**config.mk**
```make
export PLATFORM = sky130hd
export DESIGN_NAME = hf_tans_bit_packer
export DESIGN_NICKNAME = d
export VERILOG_FILES = /design/src/rtl/hf_tans_pkg.sv /design/src/rtl/hf_tans_byte_slot.sv /design/src/rtl/hf_tans_bit_packer.sv
export SDC_FILE = /design/constraint.sdc
export NUM_CORES = 1
export LEC_CHECK = 0
export ABC_AREA = 1
export CORE_UTILIZATION = 32
export CTS_CLUSTER_DIAMETER = 50
export DETAILED_ROUTE_END_ITERATION = 10
export DONT_BUFFER_PORTS = 1
export PLACE_DENSITY = 0.48
export RECOVER_POWER = 100
export SYNTH_ARGS = -nofsm -noshare
export SYNTH_HDL_FRONTEND = slang
export SYNTH_SLANG_ARGS = --single-unit
export TNS_END_PERCENT = 50
```
**constraint.sdc**
```tcl
create_clock -name PHI -period 3.69 [get_ports PHI]
set_input_delay 1.107 -clock PHI [delete_from_list [all_inputs] [get_ports PHI]]
set_output_delay 1.107 -clock PHI [all_outputs]
set_load 0.1 [all_outputs]
```
**src/rtl/hf_tans_pkg.sv**
```systemverilog
// rtl/hf_tans_pkg.sv - shared parameters, FSM encoding and mask helpers for the tANS bit packer
package hf_tans_pkg;

  localparam int ACC_W_DEF   = 16;
  localparam int STATE_W_DEF = 4;
  localparam int CHUNK_W_DEF = 3;

  typedef enum logic [1:0] {
    RUN      = 2'd0,
    FLUSH_ST = 2'd1,
    DRAIN    = 2'd2
  } packer_state_t;

  // Keep only the low btr bits of a recoder chunk.
  function automatic logic [CHUNK_W_DEF-1:0] chunk_mask(input logic [CHUNK_W_DEF-1:0] bits,
                                                         input logic [1:0] btr);
    logic [CHUNK_W_DEF-1:0] m;
    m = ~({CHUNK_W_DEF{1'b1}} << btr);
    return bits & m;
  endfunction

  function automatic logic [7:0] byte_mask(input int unsigned n);
    logic [8:0] m;
    if (n >= 8) return 8'hFF;
    m = (9'd1 << n) - 9'd1;
    return m[7:0];
  endfunction

endpackage

```
**src/rtl/hf_tans_byte_slot.sv**
```systemverilog
// rtl/hf_tans_byte_slot.sv - single-entry output byte register with valid/ready hold
module hf_tans_byte_slot (
  input  logic       clk,
  input  logic       rst,
  input  logic       load,
  input  logic [7:0] load_data,
  input  logic       load_last,
  input  logic [3:0] load_nb,
  input  logic       rdy,
  output logic [7:0] data,
  output logic       valid,
  output logic       last,
  output logic [3:0] nb
);

  // The producer only loads when the slot is empty or being drained this cycle,
  // so holding the fields otherwise keeps them stable across a stall.
  always_ff @(posedge clk) begin
    if (rst) begin
      data  <= 8'd0;
      valid <= 1'b0;
      last  <= 1'b0;
      nb    <= 4'd0;
    end else if (load) begin
      data  <= load_data;
      valid <= 1'b1;
      last  <= load_last;
      nb    <= load_nb;
    end else if (valid && rdy) begin
      valid <= 1'b0;
    end
  end

endmodule

```
**src/rtl/hf_tans_bit_packer.sv**
```systemverilog
// rtl/hf_tans_bit_packer.sv - packs variable-length tANS chunks LSB-first into bytes,
// appends the final coder state on flush and drains a padded LAST byte.
module hf_tans_bit_packer
  import hf_tans_pkg::*;
#(
  parameter int ACC_W   = ACC_W_DEF,
  parameter int STATE_W = STATE_W_DEF
) (
  input  logic               PHI,
  input  logic               RST,
  input  logic               IN_V,
  input  logic [1:0]         IN_BTR,
  input  logic [CHUNK_W_DEF-1:0] IN_BITS,
  input  logic               FLUSH,
  input  logic [STATE_W-1:0] FINAL_STATE,
  output logic [7:0]         OUT_DATA,
  output logic               OUT_V,
  input  logic               OUT_RDY,
  output logic               OUT_LAST,
  output logic [3:0]         OUT_NB,
  output logic               BUSY,
  output logic               ERR
);

  localparam int CNT_W = $clog2(ACC_W + 1);

  packer_state_t      state;
  logic [ACC_W-1:0]   acc;
  logic [CNT_W-1:0]   cnt;
  logic [STATE_W-1:0] fstate;

  logic               can_emit;
  logic               want;
  logic               emit;
  logic               is_last;
  logic [7:0]         emit_data;
  logic [3:0]         emit_nb;
  logic [ACC_W-1:0]   acc_sh;
  logic [CNT_W-1:0]   cnt_ae;
  logic [CNT_W-1:0]   add_len;
  logic [ACC_W-1:0]   add_bits;
  logic               in_err;
  logic               ovf;
  logic [ACC_W-1:0]   acc_nx;
  logic [CNT_W-1:0]   cnt_nx;

  always_comb begin
    can_emit  = !OUT_V || OUT_RDY;
    want      = (state == DRAIN) ? (cnt != '0) : (cnt >= CNT_W'(8));
    emit      = want && can_emit;
    is_last   = (state == DRAIN) && (cnt <= CNT_W'(8));
    emit_data = acc[7:0] & byte_mask(32'(cnt));
    emit_nb   = is_last ? 4'(cnt) : 4'd8;

    acc_sh = emit ? (acc >> 8) : acc;
    if (!emit)                  cnt_ae = cnt;
    else if (cnt > CNT_W'(8))   cnt_ae = cnt - CNT_W'(8);
    else                        cnt_ae = '0;

    add_len  = '0;
    add_bits = '0;
    in_err   = 1'b0;
    case (state)
      RUN: begin
        if (IN_V && (IN_BTR != 2'd0)) begin
          add_len  = CNT_W'(IN_BTR);
          add_bits = ACC_W'(chunk_mask(IN_BITS, IN_BTR));
        end
      end
      FLUSH_ST: begin
        add_len  = CNT_W'(STATE_W);
        add_bits = ACC_W'(fstate);
        in_err   = (IN_V && (IN_BTR != 2'd0)) || FLUSH;
      end
      DRAIN: begin
        in_err = (IN_V && (IN_BTR != 2'd0)) || FLUSH;
      end
      default: ;
    endcase

    // A chunk that does not fit is dropped whole so the stream never splits a symbol.
    ovf = (add_len != '0) && (({1'b0, cnt_ae} + {1'b0, add_len}) > (CNT_W + 1)'(ACC_W));
    if (ovf || (add_len == '0)) begin
      acc_nx = acc_sh;
      cnt_nx = cnt_ae;
    end else begin
      acc_nx = acc_sh | (add_bits << cnt_ae);
      cnt_nx = cnt_ae + add_len;
    end
  end

  always_ff @(posedge PHI) begin
    if (RST) begin
      state  <= RUN;
      acc    <= '0;
      cnt    <= '0;
      fstate <= '0;
      BUSY   <= 1'b0;
      ERR    <= 1'b0;
    end else begin
      acc <= acc_nx;
      cnt <= cnt_nx;
      ERR <= ERR | ovf | in_err;
      case (state)
        RUN: begin
          if (FLUSH) begin
            fstate <= FINAL_STATE;
            state  <= FLUSH_ST;
            BUSY   <= 1'b1;
          end
        end
        FLUSH_ST: begin
          state <= DRAIN;
          BUSY  <= 1'b1;
        end
        DRAIN: begin
          if ((emit && is_last) || (cnt == '0)) begin
            state <= RUN;
            BUSY  <= 1'b0;
          end
        end
        default: begin
          state <= RUN;
          BUSY  <= 1'b0;
        end
      endcase
    end
  end

  hf_tans_byte_slot u_slot (
    .clk       (PHI),
    .rst       (RST),
    .load      (emit),
    .load_data (emit_data),
    .load_last (is_last),
    .load_nb   (emit_nb),
    .rdy       (OUT_RDY),
    .data      (OUT_DATA),
    .valid     (OUT_V),
    .last      (OUT_LAST),
    .nb        (OUT_NB)
  );

endmodule
```
# Word level (Yosys, flattened, before mapping)
# Cells that the tools add are included.
[word_totals]
regBits = 43
input_bits = 14
output_inout_bits = 16
word_cells = 76
[classes]
addsub = 4
magnitude_cmp = 5
n_eq_ne = 4
shifts = 3
mux = 23
bitwise_logic = 6
reduce_logical = 21
[op_table]
columns = ["op", "n"]
rows = [
  ["2-to-1 mux 16 bit", 2],
  ["2-to-1 mux 8 bit", 2],
  ["OR 16 bit", 1],
  ["<< shifter 16 x 5 -> 16 bit", 1],
  ["2-to-1 mux 5 bit", 3],
  [">= comparator 5 x 4 -> 1 bit (second input constant)", 2],
  ["logical NOT 5 bit", 2],
  ["nonzero test 5 bit", 2],
  ["AND 8 bit", 1],
  ["one-hot mux 4 bit (2 select lines)", 1],
  ["<< shifter 1 x 5 -> 8 bit (first input constant)", 1],
  ["subtractor 8 x 1 -> 8 bit (second input constant)", 1],
  ["2-to-1 mux 1 bit", 7],
  ["adder 5 x 5 -> 6 bit", 1],
  ["> comparator 6 x 5 -> 1 bit (second input constant)", 1],
  ["logical AND 1 bit", 6],
  ["2-to-1 mux 2 bit", 3],
  ["one-hot mux 2 bit (3 select lines)", 1],
  ["one-hot mux 3 bit (2 select lines)", 1],
  ["adder 5 bit", 1],
  ["> comparator 5 x 4 -> 1 bit (second input constant)", 1],
  ["less-or-equal comparator 5 x 4 -> 1 bit (second input constant)", 1],
  ["subtractor 5 x 4 -> 5 bit (second input constant)", 1],
  ["logical OR 1 bit", 4],
  ["other kinds (16)", 19],
]

# Depth between registers and ports, before layout
# Gate-level depths: netlist of the first run.
[logic_depth]
ltp_word = 9
depth_mapped = 20
ltp_nobuf = 19

# Cells and area by module
# Synthesis of the first run repeated with hierarchy kept, for this count alone.
[hier_totals]
hier_cells = 408
area_unflattened_um2 = 2675.1
[modules_own_cells]
columns = ["mod", "instances", "cells_each", "area_each_um2", "seq_area_each_um2"]
rows = [
  ["hf_tans_bit_packer", 1, 347, 2159.6, 580.6],
  ["hf_tans_byte_slot", 1, 61, 515.5, 280.3],
]

# Worst setup path before layout of the first run
# OpenSTA, ideal clock, no wires.
[synth_timing]
path_type = "register -> register"
start = "register u_slot.valid"
end = "register cnt[2]"
setup_ns = 0.113
t_arrival_ns = 3.275
t_required_ns = 3.577
slack_ns = 0.302
stages_incl_launch_ff = 17
path_buffers = 1
synth_period_minus_slack_ns = 3.388
path_cell_list = "dfxtp_1 > nand2_1 > nand3_1 > nand2_2 > inv_1 > ha_1 > inv_1 > fa_1 > o21ai_0 > nand2_1 > xor2_1 > nand2_2 > nand3_2 > buf_6 > nand2_1 > nand2_1 > nor2_1"
[synth_via]
elab_chain_len = 9
elab_cells_between_ends = 10
cone_classes = "add/sub (2); order compare (1); mux (2); reduce/logical (5)"
[synth_lines]
columns = ["element", "line_no", "rtl"]
rows = [
  ["start, declared", "hf_tans_byte_slot.sv:11", "output logic valid,"],
  ["start signal, assigned", "hf_tans_byte_slot.sv:21", "valid <= 1'b0;"],
  ["start signal, assigned", "hf_tans_byte_slot.sv:26", "valid <= 1'b1;"],
  ["start signal, assigned", "hf_tans_byte_slot.sv:30", "valid <= 1'b0;"],
  ["logical NOT 1 bit *", "hf_tans_bit_packer.sv:48", "can_emit = !OUT_V || OUT_RDY;"],
  ["logical OR 1 bit *", "hf_tans_bit_packer.sv:48", ""],
  ["logical AND 1 bit *", "hf_tans_bit_packer.sv:50", "emit = want && can_emit;"],
  ["2-to-1 mux 5 bit *", "hf_tans_bit_packer.sv:56", "if (!emit) cnt_ae = cnt;"],
  ["adder 5 x 5 -> 6 bit", "hf_tans_bit_packer.sv:82", "ovf = (add_len != '0) && (({1'b0, cnt_ae} + {1'b0, add_len}) > (CNT_W + 1)'(ACC_W));"],
  ["> comparator 6 x 5 -> 1 bit", "hf_tans_bit_packer.sv:82", ""],
  ["logical AND 1 bit", "hf_tans_bit_packer.sv:82", ""],
  ["logical OR 1 bit", "hf_tans_bit_packer.sv:83", "if (ovf || (add_len == '0)) begin"],
  ["2-to-1 mux 5 bit *", "hf_tans_bit_packer.sv:83", ""],
  ["end signal, assigned", "hf_tans_bit_packer.sv:102", "cnt <= cnt_nx;"],
  ["end, declared", "hf_tans_bit_packer.sv:29", "logic [CNT_W-1:0] cnt;"],
]
# Every way passes the cells marked *; elsewhere a longest branch is shown, timed or not.
# A chain may end at the register's enable or synchronous reset.

# Worst setup path in the final report of the first run
[layout_timing]
start = "input OUT_RDY"
end = "register acc[6]"
[layout_via]
elab_chain_len = 8
elab_cells_between_ends = 11
cone_classes = "add/sub (1); order compare (1); shift (1); mux (3); bitwise (1); reduce/logical (4)"
[layout_lines]
columns = ["element", "line_no", "rtl"]
rows = [
  ["start, declared", "hf_tans_bit_packer.sv:18", "input logic OUT_RDY,"],
  ["logical OR 1 bit *", "hf_tans_bit_packer.sv:48", ""],
  ["logical AND 1 bit *", "hf_tans_bit_packer.sv:50", ""],
  ["2-to-1 mux 5 bit", "hf_tans_bit_packer.sv:56", ""],
  ["adder 5 x 5 -> 6 bit", "hf_tans_bit_packer.sv:82", ""],
  ["> comparator 6 x 5 -> 1 bit", "hf_tans_bit_packer.sv:82", ""],
  ["logical AND 1 bit", "hf_tans_bit_packer.sv:82", ""],
  ["logical OR 1 bit", "hf_tans_bit_packer.sv:83", ""],
  ["2-to-1 mux 16 bit *", "hf_tans_bit_packer.sv:83", ""],
  ["end signal, assigned", "hf_tans_bit_packer.sv:101", "acc <= acc_nx;"],
  ["end, declared", "hf_tans_bit_packer.sv:28", "logic [ACC_W-1:0] acc;"],
]
# Marks and branches as above.

==> results of run 1 <==
==> area by class of cell <==
| type | count | share of cell area |
|---|---|---|
| well taps | 102 | 0.0468 |
| clock inverters | 3 | 0.0160 |
| flip-flops and latches | 43 | 0.315 |
| inverters | 41 | 0.0564 |
| multi-input cells | 285 | 0.526 |
| repair buffers | 7 | 0.0142 |
| clock buffers | 5 | 0.0252 |
==> synth_stat cells (3+ instances only) <==
cell type | count | area share
dfxtp_1 | 43 | 0.34
buf_2 | 3 | 0.0059
ha_1 | 8 | 0.039
inv_1 | 40 | 0.059
nand2_2 | 3 | 0.0073
a21oi_1 | 33 | 0.064
nor3_1 | 4 | 0.0078
nand2_1 | 98 | 0.14
nand2_4 | 3 | 0.013
nor2_4 | 3 | 0.013
o21ai_0 | 24 | 0.047
clkbuf_1 | 9 | 0.013
nand4_1 | 21 | 0.051
nor2_1 | 47 | 0.069
buf_6 | 3 | 0.013
nand3_1 | 25 | 0.049
==> layer usage <==
metal  routed length, um  vias to the layer above  global-route usage  share of wire
li1                    -                     1256                   -              -
met1                3310                     1091               0.236           0.48
met2                3080                       50               0.281           0.45
met3                 350                       10              0.0335          0.051
met4                 114                        0              0.0489          0.017
met5                   0                        -                   0              0
==> report_power, final <==
part	switching, mW	total [mW]	internal (mW)
registers	0.328	0.907	0.579
logic	0.985	1.41	0.422
clock network	0.182	0.384	0.202
==> registers in the layout, summed over array words and instances, names as in the netlist, 2 cells and up <==
| name | flops |
|---|---|
| fstate | 4 |
| u_slot.nb | 4 |
| cnt | 5 |
| u_slot.data | 8 |
| acc | 16 |
| state | 2 |
==> logic make-up after synthesis <==
group                    Yosys count
multiplexers                       1
buffers and inverters             57
AND/OR/NAND/NOR                  209
XOR/XNOR                           2
flip-flops                        43
AO/OA/AOI/OAI                     64
adder cells (fa/ha/maj)            9
==> how the worst max path moves through the flow <==
stage	from	to	slack, ns	cells after the start
floorplan	u_slot.valid	cnt[2]	0.30	16
global placement	OUT_RDY	cnt[2]	0.25	15
detailed placement	OUT_RDY	acc[6]	0.30	15
CTS	OUT_RDY	acc[6]	0.60	15
global route	cnt[3]	acc[6]	0.17	16
finish	OUT_RDY	acc[6]	0.49	10
==> per-stage QoR <==
step,power (mW),util,setup slack [ns],std cells
finish,2.70,0.353,0.493,486
global route,2.95,0.353,0.169,486
CTS,2.76,0.358,0.598,486
detailed placement,2.36,0.343,0.302,478
global placement,2.37,0.343,0.252,478
floorplan,2.04,-,0.302,385
==> worst max-delay path, stage by stage <==
cell	delay [ns]
inv_1	0.02
nand2_1	0.09
clkbuf_1	0.15
nand2_1	0.64
o21ai_2	0.49
xor2_1	0.26
nand2_2	0.09
clkbuf_2	0.26
nand4_1	0.18
a21oi_1	0.08
==> results.cfg, run 1 <==
[outcome]
outcome = completed

[yosys]
ys_warn_count = 0
synth.distinct_cells = 34
synth_mux_area_frac = 0.00391
yosys.area_share.simple = 0.378
syn_avg_cell_area_um2 = 6.65
synthAdderAreaFrac = 0.0469
async_reset_ff_frac = 0
synth_seq_area_share = 0.336
post_synth_xor_area_fraction = 0.00684
ys.flop_type = dfxtp_1
synth-edff-count = 0
syn_area_mm2 = 0.00256
synth_top_family_by_area = simple AND/OR/NAND/NOR gates
synthCells = 385
ys_ff_latch = 43
synth_fp_nets = 408
synth_compound_area_frac = 0.133

[critical_path]
endpoint_kind = flop
crit_fanout = 28
critPathArrivalTime_ns = 3.38
ff2ff_path_depth = 11
start_kind = primary input
r2r_end = acc[6]
critPathKind = in -> reg
cp.required_ns = 3.88
r2r_setup_slack_ns = 0.51
r2r_start = cnt[3]

[clock_network]
cts-root-buf = clkbuf_8
post_cts_resized = 0
htreeDepth = 2
cts_tree = built
path_clk_slew_ns = 0.09
postCtsSetupRepairBufs = 0
insertion_delay_ns = 0.30
cts_made_buffers = 5
cts_sinks = 43
hold_buffers = 0
cts_buffer_depth = 2

[power]
peakVddDrop_uv = 544
powerDensity_mw_per_mm2 = 989
leakage_nw = 1.19

[detailed_routing]
vias_per_cell = 4.95
ant_nets = 0
wl_per_cell_um = 14.1
drt_iter0_drc = 130
drc = 0
vias = 2407
routed_wirelength_um = 6850
dr.pass1.iters = 4

[floorplan]
dieWidth_um = 91.5
die-area_mm2 = 0.00837
fp-row-count = 32
top_level_ports = 30
start_util = 0.331
dieHeight_um = 91.5
fp.coreArea_mm2 = 0.00773

[timing]
min_period_ns = 3.20
fin_worst_skew_ns = 0.0110
rsz0062_at_grt = false
setup_violations = 0
hold_ws_ns = 0.462
max_slew_margin = 0.231
min_period_over_period = 0.866
tightest_slew_ns = 1.16
slew_viol_final = 0
setup-tns-final_ns = 0
report.final.hold_viol_count = 0
clock.fmax_mhz = 313

[grt]
grt_usage = 0.175
antenna_found_initial = 0
grt_max_degree = 29
overflow = 0
grt_pass1_wl_um = 11500
grt_pass1_vias = 2277

[place]
globalplace.congestion = 0.814
hpwl_um = 4900
placed_cell_area_mm2 = 0.00265
io_buffers = 0

[layout]
areaGrowthSynthToFinish_pct = 6.55
antenna_cells = 0
fin_nets = 406
seq_area_um2 = 861
final_common_cell = nand2_1
multiInputGateArea_mm2 = 0.00144
fillers = 844
drive_above_1_share = 0.0625
postLayoutCellArea_mm2 = 0.00273
final_cell_mix = nand2_1 (99), nor2_1 (47), dfxtp_1 (43)

[hold_path]
hold_class = reg -> reg
worstHoldStart = acc[9]
min_to = acc[9]
min_path_cells = 2

[run]
drv_cap = 0
(Power assumes the default switching activity.)
==> inputs of run 2 (changes only) <==
- CAP_MARGIN: unset -> 20
==> results of run 2 <==
The final DEF is identical to that of run 1; final timing and power are the same.
